## config.mk

```make
export PLATFORM = sky130hd
export DESIGN_NAME = hdmi_rx_stream
export DESIGN_NICKNAME = d
export VERILOG_FILES = /design/src/rtl/hdmi_video_pkg.sv /design/src/rtl/hdmi_rx_lock_fsm.sv /design/src/rtl/hdmi_rx_stream.sv
export SDC_FILE = /design/constraint.sdc
export NUM_CORES = 1
export LEC_CHECK = 0
export ABC_AREA = 1
export CORE_MARGIN = 3
export CORE_UTILIZATION = 30
export CTS_BUF_LIST = sky130_fd_sc_hd__clkbuf_2 sky130_fd_sc_hd__clkbuf_4 sky130_fd_sc_hd__clkbuf_8
export CTS_CLUSTER_SIZE = 8
export DETAILED_ROUTE_END_ITERATION = 8
export GPL_TIMING_DRIVEN = 0
export PLACE_DENSITY = 0.5
export SLEW_MARGIN = 20
export SYNTH_ARGS = -nofsm -noshare
export SYNTH_HDL_FRONTEND = slang
export SYNTH_SLANG_ARGS = --single-unit
export TNS_END_PERCENT = 30
```

## constraint.sdc

```tcl
create_clock -name pixel_clk -period 2.4 [get_ports pixel_clk]
set_clock_uncertainty 0.1 [all_clocks]
set_input_delay 0.36 -clock pixel_clk [delete_from_list [all_inputs] [get_ports pixel_clk]]
set_output_delay 0.36 -clock pixel_clk [all_outputs]
set_load 0.02 [all_outputs]
```

## src/rtl/hdmi_video_pkg.sv

```systemverilog
// Shared 720p video timing constants, lock FSM state type and pixel layout
// for the HDMI receive path.
package hdmi_video_pkg;

  localparam int H_FRONT_PORCH  = 110;
  localparam int H_SYNC         = 40;
  localparam int H_BACK_PORCH   = 220;
  localparam int H_ACTIVE_720P  = 1280;
  localparam int H_TOTAL        = H_FRONT_PORCH + H_SYNC + H_BACK_PORCH + H_ACTIVE_720P;
  localparam int V_FRONT_PORCH  = 5;
  localparam int V_SYNC         = 5;
  localparam int V_BACK_PORCH   = 20;
  localparam int V_ACTIVE_720P  = 720;
  localparam int V_TOTAL        = V_FRONT_PORCH + V_SYNC + V_BACK_PORCH + V_ACTIVE_720P;

  typedef enum logic [1:0] {
    UNLOCKED = 2'd0,
    CHECK    = 2'd1,
    LOCKED   = 2'd2
  } lock_state_t;

  typedef struct packed {
    logic [7:0] b;
    logic [7:0] g;
    logic [7:0] r;
  } pixel_t;

  // Four equal vertical colour bands across the active width.
  function automatic pixel_t band_pixel(input int unsigned idx, input int unsigned h_active);
    pixel_t p;
    if (idx < h_active / 4)          p = '{b: 8'h00, g: 8'h00, r: 8'hFF};
    else if (idx < h_active / 2)     p = '{b: 8'h00, g: 8'hFF, r: 8'h00};
    else if (idx < 3 * h_active / 4) p = '{b: 8'hFF, g: 8'h00, r: 8'h00};
    else                             p = '{b: 8'hFF, g: 8'hFF, r: 8'hFF};
    return p;
  endfunction

endpackage

```

## src/rtl/hdmi_rx_lock_fsm.sv

```systemverilog
// Timing lock tracker: checks line length at each de fall and line count at
// each frame start, and reports lock state plus a one-cycle error pulse.
module hdmi_rx_lock_fsm
  import hdmi_video_pkg::*;
#(
  parameter int H_ACTIVE = H_ACTIVE_720P,
  parameter int V_ACTIVE = V_ACTIVE_720P,
  parameter int HW       = $clog2(H_ACTIVE + 2) + 1,
  parameter int VW       = $clog2(V_ACTIVE + 2) + 1
) (
  input  logic          pixel_clk,
  input  logic          reset_n,
  input  logic          frame_start_i,
  input  logic          de_fall_i,
  input  logic [HW-1:0] line_len_i,
  input  logic [VW-1:0] line_cnt_i,
  output logic          locked_o,
  output logic          frame_err_o
);

  lock_state_t state_q, state_d;
  logic        locked_q, locked_d;
  logic        err_q, err_d;
  logic        line_bad, frame_bad;

  always_comb begin
    line_bad  = de_fall_i && (line_len_i != HW'(H_ACTIVE));
    // line_cnt_i already includes a de fall landing on the frame-start cycle
    frame_bad = frame_start_i && (line_cnt_i != VW'(V_ACTIVE));
    state_d   = state_q;
    err_d     = 1'b0;
    unique case (state_q)
      UNLOCKED: if (frame_start_i) state_d = CHECK;
      CHECK: begin
        if (line_bad || frame_bad) state_d = UNLOCKED;
        else if (frame_start_i)    state_d = LOCKED;
      end
      LOCKED: begin
        if (line_bad || frame_bad) begin
          state_d = UNLOCKED;
          err_d   = 1'b1;
        end
      end
      default: state_d = UNLOCKED;
    endcase
    locked_d = (state_d == LOCKED);
  end

  always_ff @(posedge pixel_clk or negedge reset_n) begin
    if (!reset_n) begin
      state_q  <= UNLOCKED;
      locked_q <= 1'b0;
      err_q    <= 1'b0;
    end else begin
      state_q  <= state_d;
      locked_q <= locked_d;
      err_q    <= err_d;
    end
  end

  assign locked_o    = locked_q;
  assign frame_err_o = err_q;

endmodule

```

## src/rtl/hdmi_rx_stream.sv

```systemverilog
// HDMI pixel capture to a line-packetised stream, gated by timing lock.
// Define HDMI_RX_TESTPAT_EN to replace captured data with four colour bands.
module hdmi_rx_stream
  import hdmi_video_pkg::*;
#(
  parameter int DATA_WIDTH = 24,
  parameter int H_ACTIVE   = H_ACTIVE_720P,
  parameter int V_ACTIVE   = V_ACTIVE_720P
) (
  input  logic                  pixel_clk,
  input  logic                  reset_n,
  input  logic                  de_i,
  input  logic                  hsync_i,
  input  logic                  vsync_i,
  input  logic [7:0]            data_r_i,
  input  logic [7:0]            data_g_i,
  input  logic [7:0]            data_b_i,
  output logic                  aso_src_valid_o,
  output logic [DATA_WIDTH-1:0] aso_src_data_o,
  output logic                  aso_src_startofpacket_o,
  output logic                  aso_src_endofpacket_o,
  output logic                  locked_o,
  output logic                  frame_err_o
);

  localparam int HW = $clog2(H_ACTIVE + 2) + 1;
  localparam int VW = $clog2(V_ACTIVE + 2) + 1;
  localparam logic [HW-1:0] H_LAST = HW'(H_ACTIVE - 1);
  localparam logic [HW-1:0] H_MAX  = '1;
  localparam logic [VW-1:0] V_MAX  = '1;

  // stage 1: raw capture plus previous-cycle copies for edge detection
  logic   de_s1_q, de_s1_d, de_p_q, de_p_d;
  logic   vs_s1_q, vs_s1_d, vs_p_q, vs_p_d;
  logic   hs_s1_q, hs_s1_d;
  pixel_t pix_s1_q, pix_s1_d;

  logic [HW-1:0] h_cnt_q, h_cnt_d, idx;
  logic [VW-1:0] v_cnt_q, v_cnt_d, v_seen;
  logic          line_en_q, line_en_d;
  logic          de_rise, de_fall, frame_start;
  pixel_t        pix_out;

  // stage 2: registered stream outputs
  logic                  valid_q, valid_d, sop_q, sop_d, eop_q, eop_d;
  logic [DATA_WIDTH-1:0] data_q, data_d;

  // hsync is kept for debug visibility only; line boundaries come from de
  logic hs_diag_unused;
  assign hs_diag_unused = hs_s1_q;

  always_comb begin
    de_s1_d  = de_i;
    de_p_d   = de_s1_q;
    vs_s1_d  = vsync_i;
    vs_p_d   = vs_s1_q;
    hs_s1_d  = hsync_i;
    pix_s1_d = '{b: data_b_i, g: data_g_i, r: data_r_i};

    de_rise     = de_s1_q & ~de_p_q;
    de_fall     = ~de_s1_q & de_p_q;
    frame_start = vs_p_q & ~vs_s1_q;

    idx     = de_rise ? '0 : h_cnt_q;
    h_cnt_d = h_cnt_q;
    if (de_s1_q) h_cnt_d = (idx == H_MAX) ? idx : idx + 1'b1;

    // de edge counted before the frame-start line-count check
    v_seen  = (de_fall && v_cnt_q != V_MAX) ? v_cnt_q + 1'b1 : v_cnt_q;
    v_cnt_d = frame_start ? '0 : v_seen;

    // lock state is sampled once per line, so a started line runs to its eop
    line_en_d = de_rise ? locked_o : line_en_q;

`ifdef HDMI_RX_TESTPAT_EN
    pix_out = band_pixel(32'(idx), H_ACTIVE);
`else
    pix_out = pix_s1_q;
`endif

    valid_d = de_s1_q & line_en_d & (idx < HW'(H_ACTIVE));
    sop_d   = valid_d & (idx == '0);
    // successor pixel is the one being sampled into stage 1 right now
    eop_d   = valid_d & (~de_i | (idx == H_LAST));
    data_d  = valid_d ? DATA_WIDTH'(pix_out) : '0;
  end

  always_ff @(posedge pixel_clk or negedge reset_n) begin
    if (!reset_n) begin
      de_s1_q   <= 1'b0;
      de_p_q    <= 1'b0;
      vs_s1_q   <= 1'b0;
      vs_p_q    <= 1'b0;
      hs_s1_q   <= 1'b0;
      pix_s1_q  <= '0;
      h_cnt_q   <= '0;
      v_cnt_q   <= '0;
      line_en_q <= 1'b0;
      valid_q   <= 1'b0;
      sop_q     <= 1'b0;
      eop_q     <= 1'b0;
      data_q    <= '0;
    end else begin
      de_s1_q   <= de_s1_d;
      de_p_q    <= de_p_d;
      vs_s1_q   <= vs_s1_d;
      vs_p_q    <= vs_p_d;
      hs_s1_q   <= hs_s1_d;
      pix_s1_q  <= pix_s1_d;
      h_cnt_q   <= h_cnt_d;
      v_cnt_q   <= v_cnt_d;
      line_en_q <= line_en_d;
      valid_q   <= valid_d;
      sop_q     <= sop_d;
      eop_q     <= eop_d;
      data_q    <= data_d;
    end
  end

  hdmi_rx_lock_fsm #(
    .H_ACTIVE (H_ACTIVE),
    .V_ACTIVE (V_ACTIVE),
    .HW       (HW),
    .VW       (VW)
  ) u_lock_fsm (
    .pixel_clk     (pixel_clk),
    .reset_n       (reset_n),
    .frame_start_i (frame_start),
    .de_fall_i     (de_fall),
    .line_len_i    (h_cnt_q),
    .line_cnt_i    (v_seen),
    .locked_o      (locked_o),
    .frame_err_o   (frame_err_o)
  );

  assign aso_src_valid_o         = valid_q;
  assign aso_src_data_o          = data_q;
  assign aso_src_startofpacket_o = sop_q;
  assign aso_src_endofpacket_o   = eop_q;

endmodule

```

; ---- Word-level counts from Yosys, hierarchy flattened
; Index checks and enable logic that the tools add are counted.
[op_classes]
add_sub_neg = 2
bitwise = 12
order_cmp = 1
reduce_logical = 6
muxes = 13
eq_ne = 8
[ops]
columns = cell, count
row1 = 12-bit 2-to-1 mux, 2
row2 = 24-bit 2-to-1 mux, 1
row3 = 11-bit 2-to-1 mux, 2
row4 = 12-bit by 1-bit adder with 12-bit output (second input constant), 1
row5 = 12-bit by 11-bit equality test with 1-bit output (second input constant), 1
row6 = 12-bit equality test (second input constant), 1
row7 = 12-bit zero test, 1
row8 = 12-bit by 11-bit < comparator with 1-bit output (second input constant), 1
row9 = 12-bit by 11-bit inequality test with 1-bit output (second input constant), 1
row10 = 11-bit by 1-bit adder with 11-bit output (second input constant), 1
row11 = 11-bit by 10-bit inequality test with 1-bit output (second input constant), 1
row12 = 11-bit inequality test (second input constant), 1
row13 = 2-bit 2-to-1 mux, 4
row14 = 1-bit bitwise AND, 7
row15 = 2-bit case mux with 3 select lines, 1
row16 = 2-bit equality test (second input constant), 2
row17 = 1-bit inverter, 4
row18 = 1-bit logical AND, 3
row19 = 1-bit 2-to-1 mux, 3
row20 = 2-bit by 1-bit equality test with 1-bit output (second input constant), 1
row21 = 2-bit zero test, 1
row22 = 1-bit logical OR, 1
row23 = 1-bit OR, 1
[totals]
register_bits = 83
out_inout_bits = 29
elab_cells = 59

; ---- Logic depth before layout (Yosys ltp)
; Gate-level depths: netlist of the first run.
[depth]
word_depth = 10
depth_mapped = 16

; ---- By module
; A second synthesis of the first run with hierarchy kept.
[hier_totals]
hier_cells = 394
hier_area_um2 = 3514.6
[by_module_without_submodules]
columns = mod, cells_each, area_per_inst_um2, n_inst, seq_area_each_um2
row1 = hdmi_rx_stream, 343, 3226.8, 1, 1976.9
row2 = hdmi_rx_lock_fsm, 51, 287.8, 1, 100.1

; ---- Worst setup path before layout of the first run
; Ideal clock, no wire load.
[synth_timing]
path_type = flip-flop to flip-flop
startpoint = register de_s1_q, in the netlist de_p_d
endpoint = register h_cnt_q[9]
slack_ps = 319
t_arrival_ps = 1862
path_buffers = 0
setup_ps = 118
period_less_slack_ps = 2081
stages_incl_launch_ff = 17
cell_sequence = dfrtp_1 inv_2 nor2_8 inv_6 nand2_2 inv_1 ha_1 nand2_1 nor2_2 nand3_2 nor2_2 nand2_1 nand2_2 inv_2 nand3_2 xnor2_1 inv_1
[synth_via]
elab_chain_cells = 4
elab_cells_between_ends = 5
[synth_lines]
columns = element, line
row1 = from (decl), hdmi_rx_stream.sv:33  ; logic de_s1_q, de_s1_d, de_p_q, de_p_d;
row2 = from (signal assigned), hdmi_rx_stream.sv:104  ; de_s1_q <= de_s1_d;
row3 = 1-bit bitwise AND, hdmi_rx_stream.sv:60  ; de_rise = de_s1_q & ~de_p_q;
row4 = 12-bit 2-to-1 mux, hdmi_rx_stream.sv:64  ; idx = de_rise ? '0 : h_cnt_q;
row5 = 12-bit by 1-bit adder with 12-bit output / 12-bit equality test (equally long branches), hdmi_rx_stream.sv:66  ; if (de_s1_q) h_cnt_d = (idx == H_MAX) ? idx : idx + 1'b1;
row6 = 12-bit 2-to-1 mux, hdmi_rx_stream.sv:66
row7 = to (signal assigned), hdmi_rx_stream.sv:110  ; h_cnt_q <= h_cnt_d;
row8 = to (decl), hdmi_rx_stream.sv:38  ; logic [HW-1:0] h_cnt_q, h_cnt_d, idx;
; Several ways; a longest one is shown, not always the timed one.
; A chain may end at the register's enable or synchronous reset.

; ---- Final worst setup path of the first run
; Same ends and word-level chain as after synthesis.

==> metrics.md, run 1 <==
| Metric | Value |
|---|---|
| Hold depth | `0` |
| Setup-failing EPs final | `0` |
| Layout fillers | `1056` |
| CTS tree | `yes` |
| EDFF count, synth | `0` |
| Total track usage | `11.7%` |
| CP arrival | `between 2 and 2.5 ns` |
| Combinational fraction of design power | `11.7%` |
| Sequential area share after synthesis | `61.7%` |
| Switching Power | `between 0.7 and 0.8 mW` |
| I/O Buffers | `56` |
| Grt ovf | `0` |
| Layout area overhead | `29.9%` |
| GP Congestion | `~0.79` |
| Yosys reg bits | `83` |
| Required @ worst endpoint | `2.56 ns` |
| Top FF cell, synth | `dfrtp_1` |
| Worst Tran Pin Value | `0.808 ns` |
| Antenna violations before repair | `0` |
| Worst Setup SP | `de_p_d` |
| Max rail drop VDD | `0.000406 V` |
| DR WL/cell | `11.9 um` |
| Worst-path clk slew | `0.09 ns` |
| Power share of the sequential group | `52.9%` |
| Power Total | `2.87 mW` |
| HP Start | `vs_p_d` |
| PwrDens | `approximately 660 nW/um^2` |
| Setup Crit Path Kind | `register to register` |
| Top cells by area, synth | `dfrtp_1 62%, nand2_1 7.9%, nor2_1 6.7%, inv_1 6.4%, nand3_1 2.8%` |
| Status | `complete, no violations` |
| Post-synth top area share | `61.7%` |
| Critical path destination | `h_cnt_q[9]` |
| Reg-to-Reg End | `h_cnt_q[9]` |
| Post-place setup slack | `-0.0370 ns` |
| Fin. max-slew vios | `0` |
| Vias/cell | `between 4 and 5` |
| Initial DRC count | `104` |
| First-pass GRT wire length | `11800 um` |
| H-tree depth | `3` |
| Largest net degree at the start of global routing | `45` |
| Post-Synthesis Cells | `357` |
| Post-DP HPWL | `4870 um` |
| Drt first pass iters | `5` |
| Detail Route Antenna Nets | `0` |
| Final core occ | `between 40% and 50%` |
| CTS Sinks | `83` |
| P_leak | `2.11 nW` |
| Clock buffer depth | `2` |
| Sw Ratio | `26.7%` |
| Drt total wl | `6870 um` |
| Yosys cell types | `27` |
| Fmax | `0.451 GHz` |
| Final worst slack | `about 0.18 ns` |
| Pint | `2.11 mW` |
| Share of cells above drive strength 1 | `10.8%` |
| Vias in the first global route | `2537` |
| DR vias | `approximately 2500` |
| Root buf cell | `clkbuf_8` |
| Final period util | `92.3%` |
| Cts bufs inserted | `9` |
| Asr flop ratio synth | `100%` |
| Syn_nets | `389` |
| Yosys warnings | `0` |
| Post-layout nets | `approximately 460` |
| I/O pins | `58` |
| Min Tclk post-route | `2.22 ns` |
| Crit-path max FO | `9` |
| R2r worst-path depth | `16` |
| Worst-Skew Late Latency | `roughly 0.36 ns` |
| Worst R2R Setup Slack | `0.18 ns` |
| Clk network pwr share | `35.4%` |
| Hold Vio Cnt, Final | `0` |
| Max Cap Viol | `0` |
| Worst Hold Class | `register to register` |
| Crit Reg-Reg Startpoint | `de_p_d` |
| Rows | `38` |
| Commonest cells post-synth | `83 x dfrtp_1, 71 x nand2_1, 60 x nor2_1` |
| Post-route DRC violation count | `0` |
| Max_slew headroom | `45.4%` |
| Die Width | `112 um` |
| Setup crit start kind | `register` |
| Yosys top cell by area | `dfrtp_1` |
| Critical path endpoint category | `register` |
| Most frequent cell after synthesis | `dfrtp_1` |
| Antenna Diode Count | `0` |
| Full die area | `12500 sq um` |
| Core ar. | `10900 sq um` |
| DIE HEIGHT | `112 um` |
| Syn Area/Cell | `9.42 sq um` |
| Post-Syn Area | `around 3400 sq um` |
| Starting Density | `a little under a third` |
==> worst min-delay path by stage <==
stage                                   end  slack [ns]
after floorplan           aso_src_data_o[0]       -0.04
after global placement               vs_p_q        0.26
after detailed placement             vs_p_q        0.27
after CTS                            vs_p_q        0.29
after global routing                 vs_p_q        0.30
final                                vs_p_q        0.29
==> through the flow <==
step	setup TNS [ns]	instances	instance area [sq um]	hold WS, ns
global placement	-177.61	553	4100	0.263
detailed placement	-0.0370	554	4120	0.267
global route	-0.00386	575	4370	0.299
floorplan	0	357	3360	-0.0356
CTS	0	571	4330	0.289
finish	0	575	4370	0.287
==> worst max-delay path, stage by stage, from the launching register on <==
cell,delay (ns)
dfrtp_2,0.46
inv_4,0.13
nor2_8,0.07
inv_6,0.10
nand2_2,0.08
inv_1,0.06
ha_1,0.15
nand2_1,0.07
nor2_2,0.13
nand3_2,0.11
nor2_4,0.14
nand2_2,0.09
nand2_4,0.12
inv_2,0.07
nand3_2,0.06
xnor2_1,0.11
inv_1,0.05
==> layout by cell type, fill, tap and decap left out, drive strengths merged, types with 4 or more instances in the layout <==
master,n
a21oi,13
buf,9
clkbuf,10
clkdlybuf4s50,55
dfrtp,83
inv,63
nand2,76
nand3,22
nand4,4
nor2,65
nor3,8
xor2,9
==> power groups by stage <==
stage / logic [mW] / registers, mW / clock network (mW)
2_1_floorplan: 0.169 / 1.56 / 0
3_3_place_gp: 0.327 / 1.55 / 0
3_5_place_dp: 0.335 / 1.55 / 0
4_1_cts: 0.338 / 1.52 / 1.06
5_1_grt: 0.388 / 1.53 / 1.12
6_report: 0.337 / 1.52 / 1.02
==> layer usage <==
| metal | routed length (um) | global-route usage, % |
|---|---|---|
| met1 | 3040 | 14.4 |
| met2 | 3080 | 17.6 |
| met3 | 698 | 5.76 |
| met4 | 47 | 4.95 |
| met5 | 0 | 0 |
==> state kept, by name, summed over array words and instances (netlist names), 2 cells and up <==
| signal | flops |
|---|---|
| aso_src_data_o | 24 |
| pix_out | 24 |
| h_cnt_q | 12 |
| v_cnt_q | 11 |
| u_lock_fsm.state_q | 2 |
==> timing repair <==
action	CTS	global route
buffers inserted	0	4
hold buffers	1	0
pin swaps	0	1
setup endpoints to repair	2	9
gates resized for setup	2	3
gates cloned	0	0
endpoints found under the hold margin	43	0
==> kinds of logic (layout without fill, tap and decap cells) <==
kind of cell,count (synthesis),count (layout),share of synthesized area [%]
AO/OA/AOI/OAI,18,18,2.94
XOR/XNOR,12,12,3.12
adder cells (fa/ha/maj),3,3,1.12
buffers and inverters,65,143,7.70
flip-flops,83,83,61.7
AND/OR/NAND/NOR,176,176,23.4
==> area by class of cell <==
cell class	instances	area, sq um	share of cell area, %
Buffer	4	25.0	0.572
Inverter	61	236	5.41
Sequential cell	83	2080	47.5
Tap cell	140	175	4.01
Clock inverter	7	73.8	1.69
Clock buffer	9	124	2.83
Timing Repair Buffer	62	618	14.1
Multi-Input combinational cell	209	1040	23.8
Power figures use the tool's default switching activity.
==> run 2, diff against run 1 <==
ABC_CLOCK_PERIOD_IN_PS = 2400   (was default)
CORE_MARGIN = 8   (was 3)
CTS_BUF_LIST = sky130_fd_sc_hd__clkbuf_8 sky130_fd_sc_hd__clkbuf_16   (was sky130_fd_sc_hd__clkbuf_2 sky130_fd_sc_hd__clkbuf_4 sky130_fd_sc_hd__clkbuf_8)
==> metrics.md, run 2 (same netlist as run 1, synthesis figures left out) <==
| Metric | Value |
|---|---|
| Max_slew headroom | `43.4%` |
| Max rail drop VDD | `0.000361 V` |
| Worst-Skew Late Latency | `0.35 ns` |
| Worst Tran Pin Value | `around 0.84 ns` |
| Worst Setup SP | `de_p_d` |
| CP max stage delay | `roughly 0.45 ns` |
| Min Tclk post-route | `2.20 ns` |
| DR WL/cell | `about 12 um` |
| Full die area | `around 15000 sq um` |
| Total track usage | `9.86%` |
| Starting Density | `30.9%` |
| Crit Reg-Reg Startpoint | `de_p_d` |
| Post-place setup slack | `-0.0180 ns` |
| Crit path buf inv count | `5` |
| H-tree depth | `3` |
| Delay-heaviest family, CP | `simple AND/OR/NAND/NOR gates` |
| CTS tree | `yes` |
| Final worst slack | `0.204 ns` |
| Hold slack | `0.284 ns` |
| Fmax | `0.455 GHz` |
| Grt ovf | `0` |
| Critical path endpoint category | `register` |
| Status | `complete, no violations` |
| Drt total wl | `6920 um` |
| Post-route DRC violation count | `0` |
| Max stage delay cell, worst path | `dfrtp_2` |
| Fin. max-slew vios | `0` |
| Vias/cell | `4.21` |
| Worst-path clk slew | `0.09 ns` |
| Post-layout nets | `462` |
| PwrDens | `639 nW/um^2` |
| Antenna Diode Count | `0` |
| Rows | `38` |
| RSZ-0062 raised after global routing | `false` |
| Core ar. | `~11000 sq um` |
| CP arrival | `2.34 ns` |
| Clock buffer depth | `2` |
| Setup Crit Path Kind | `register to register` |
| Final period util | `around 91%` |
| Cts bufs inserted | `9` |
| Most frequent cells in the layout | `82 x dfrtp_1, 70 x nand2_1, 60 x nor2_1` |
| Die Width | `approximately 120 um` |
| CTS Sinks | `83` |
| Detail Route Antenna Nets | `0` |
| Layout fillers | `1079` |
| Post-DP HPWL | `~5100 um` |
| Most common cell after layout, fill and taps aside | `dfrtp_1` |
| Multi-input logic area | `1040 sq um` |
| I/O Buffers | `56` |
| Drt first pass iters | `4` |
| Initial DRC count | `70` |
| Power Total | `2.79 mW` |
| P_leak | `2.11 nW` |
| Layout area overhead | `29.9%` |
| Worst Hold Class | `register to register` |
| Root buf cell | `clkbuf_8` |
| Required @ worst endpoint | `approximately 2.6 ns` |
| Crit-path max FO | `9` |
| FF/Latch Area | `a little over 2000 sq um` |
| Vias in the first global route | `2379` |
| Share of cells above drive strength 1 | `10.8%` |
| DR vias | `about 2400` |
| Max Cap Viol | `0` |
| First-pass GRT wire length | `11600 um` |
| Critical path destination | `h_cnt_q[9]` |
| Worst path cell trace | `clkinv_4 -> nor2_8 -> inv_6 -> nand2_2 -> inv_1 -> ha_1 -> nand2_1 -> nor2_2 -> nand3_2 -> nor2_4 -> nand2_2 -> nand2_4 -> inv_2 -> nand3_2 -> xnor2_1 -> inv_1` |
| DIE HEIGHT | `122 um` |
| Antenna violations before repair | `0` |
| Setup-failing EPs final | `0` |
| GP Congestion | `0.787` |
| Largest net degree at the start of global routing | `55` |
| Worst path depth | `16` |
| Worst R2R Setup Slack | `0.20 ns` |
| I/O pins | `58` |
| Hold Vio Cnt, Final | `0` |
| R2r worst-path depth | `16` |
| Reg-to-Reg End | `h_cnt_q[9]` |
| Setup crit start kind | `register` |
-- run 2: cell types whose count changed in the layout (fill, tap and decap cells not counted), sizes merged --
| cell | delta |
|---|---|
| bufinv | -1 |
| clkbuf | +1 |
| clkinv | +1 |
| inv | -1 |
-- run 2: how the worst min path moves through the flow --
stage,start,endpoint,slack (ns),cells after the start
floorplan,reset_n,aso_src_data_o[0],-0.04,0
global placement,vs_p_d,vs_p_q,0.26,0
detailed placement,reset_n,pix_out[12],0.23,1
CTS,vs_p_d,vs_p_q,0.29,0
global route,vs_p_d,vs_p_q,0.29,0
finish,vs_p_d,vs_p_q,0.28,0
-- run 2: power breakdown --
part / leakage [nW] / total (mW) / switching [mW] / internal, mW
clock: 0.0933 / 0.936 / 0.523 / 0.413
combinational: 0.937 / 0.338 / 0.192 / 0.145
sequential: 1.08 / 1.52 / 0.0449 / 1.48
-- run 2: layout make-up --
type	count	area share, %
tap	140	4.01
multi-input combinational	209	23.8
timing repair buffer	62	14.3
clock inverter	6	1.09
sequential	83	47.6
inverter	61	5.47
buffer	4	0.573
clock buffer	10	3.15
-- run 2: metal layers --
metal / vias up / wire, um / GRT usage [%] / part of all wire (%)
li1: 1230 / - / - / -
met1: 1132 / 3170 / 11.9 / 46
met2: 50 / 2900 / 13.8 / 42
met3: 9 / 757 / 6.15 / 11
met4: 0 / 100 / 3.93 / 1.4
met5: - / 0 / 0 / 0
-- run 2: timing repair --
item	CTS	global route
hold buffers	1	0
hold endpoints to repair	29	0
setup endpoints to repair	1	11
gates resized for setup	1	5
setup buffers	0	4
pin swaps	0	3
-- run 2: metrics by stage --
step / util, % / TNS (ns) / instances / area, sq um
finish: 40.1 / 0 / 575 / 4370
detailed placement: 37.9 / -0.0180 / 554 / 4130
floorplan: - / 0 / 357 / 3360
global route: 40.1 / 0 / 575 / 4370
global placement: 37.7 / -180.64 / 553 / 4100
CTS: 39.7 / 0 / 571 / 4320
-- run 2: worst reg2reg max path, cell delays in order, from the launching register on --
cell and delay [ns]:
dfrtp_2 0.45, clkinv_4 0.10, nor2_8 0.06, inv_6 0.10, nand2_2 0.08, inv_1 0.06, ha_1 0.15, nand2_1 0.07
nor2_2 0.12, nand3_2 0.12, nor2_4 0.17, nand2_2 0.10, nand2_4 0.13, inv_2 0.08, nand3_2 0.07, xnor2_1 0.11
inv_1 0.05
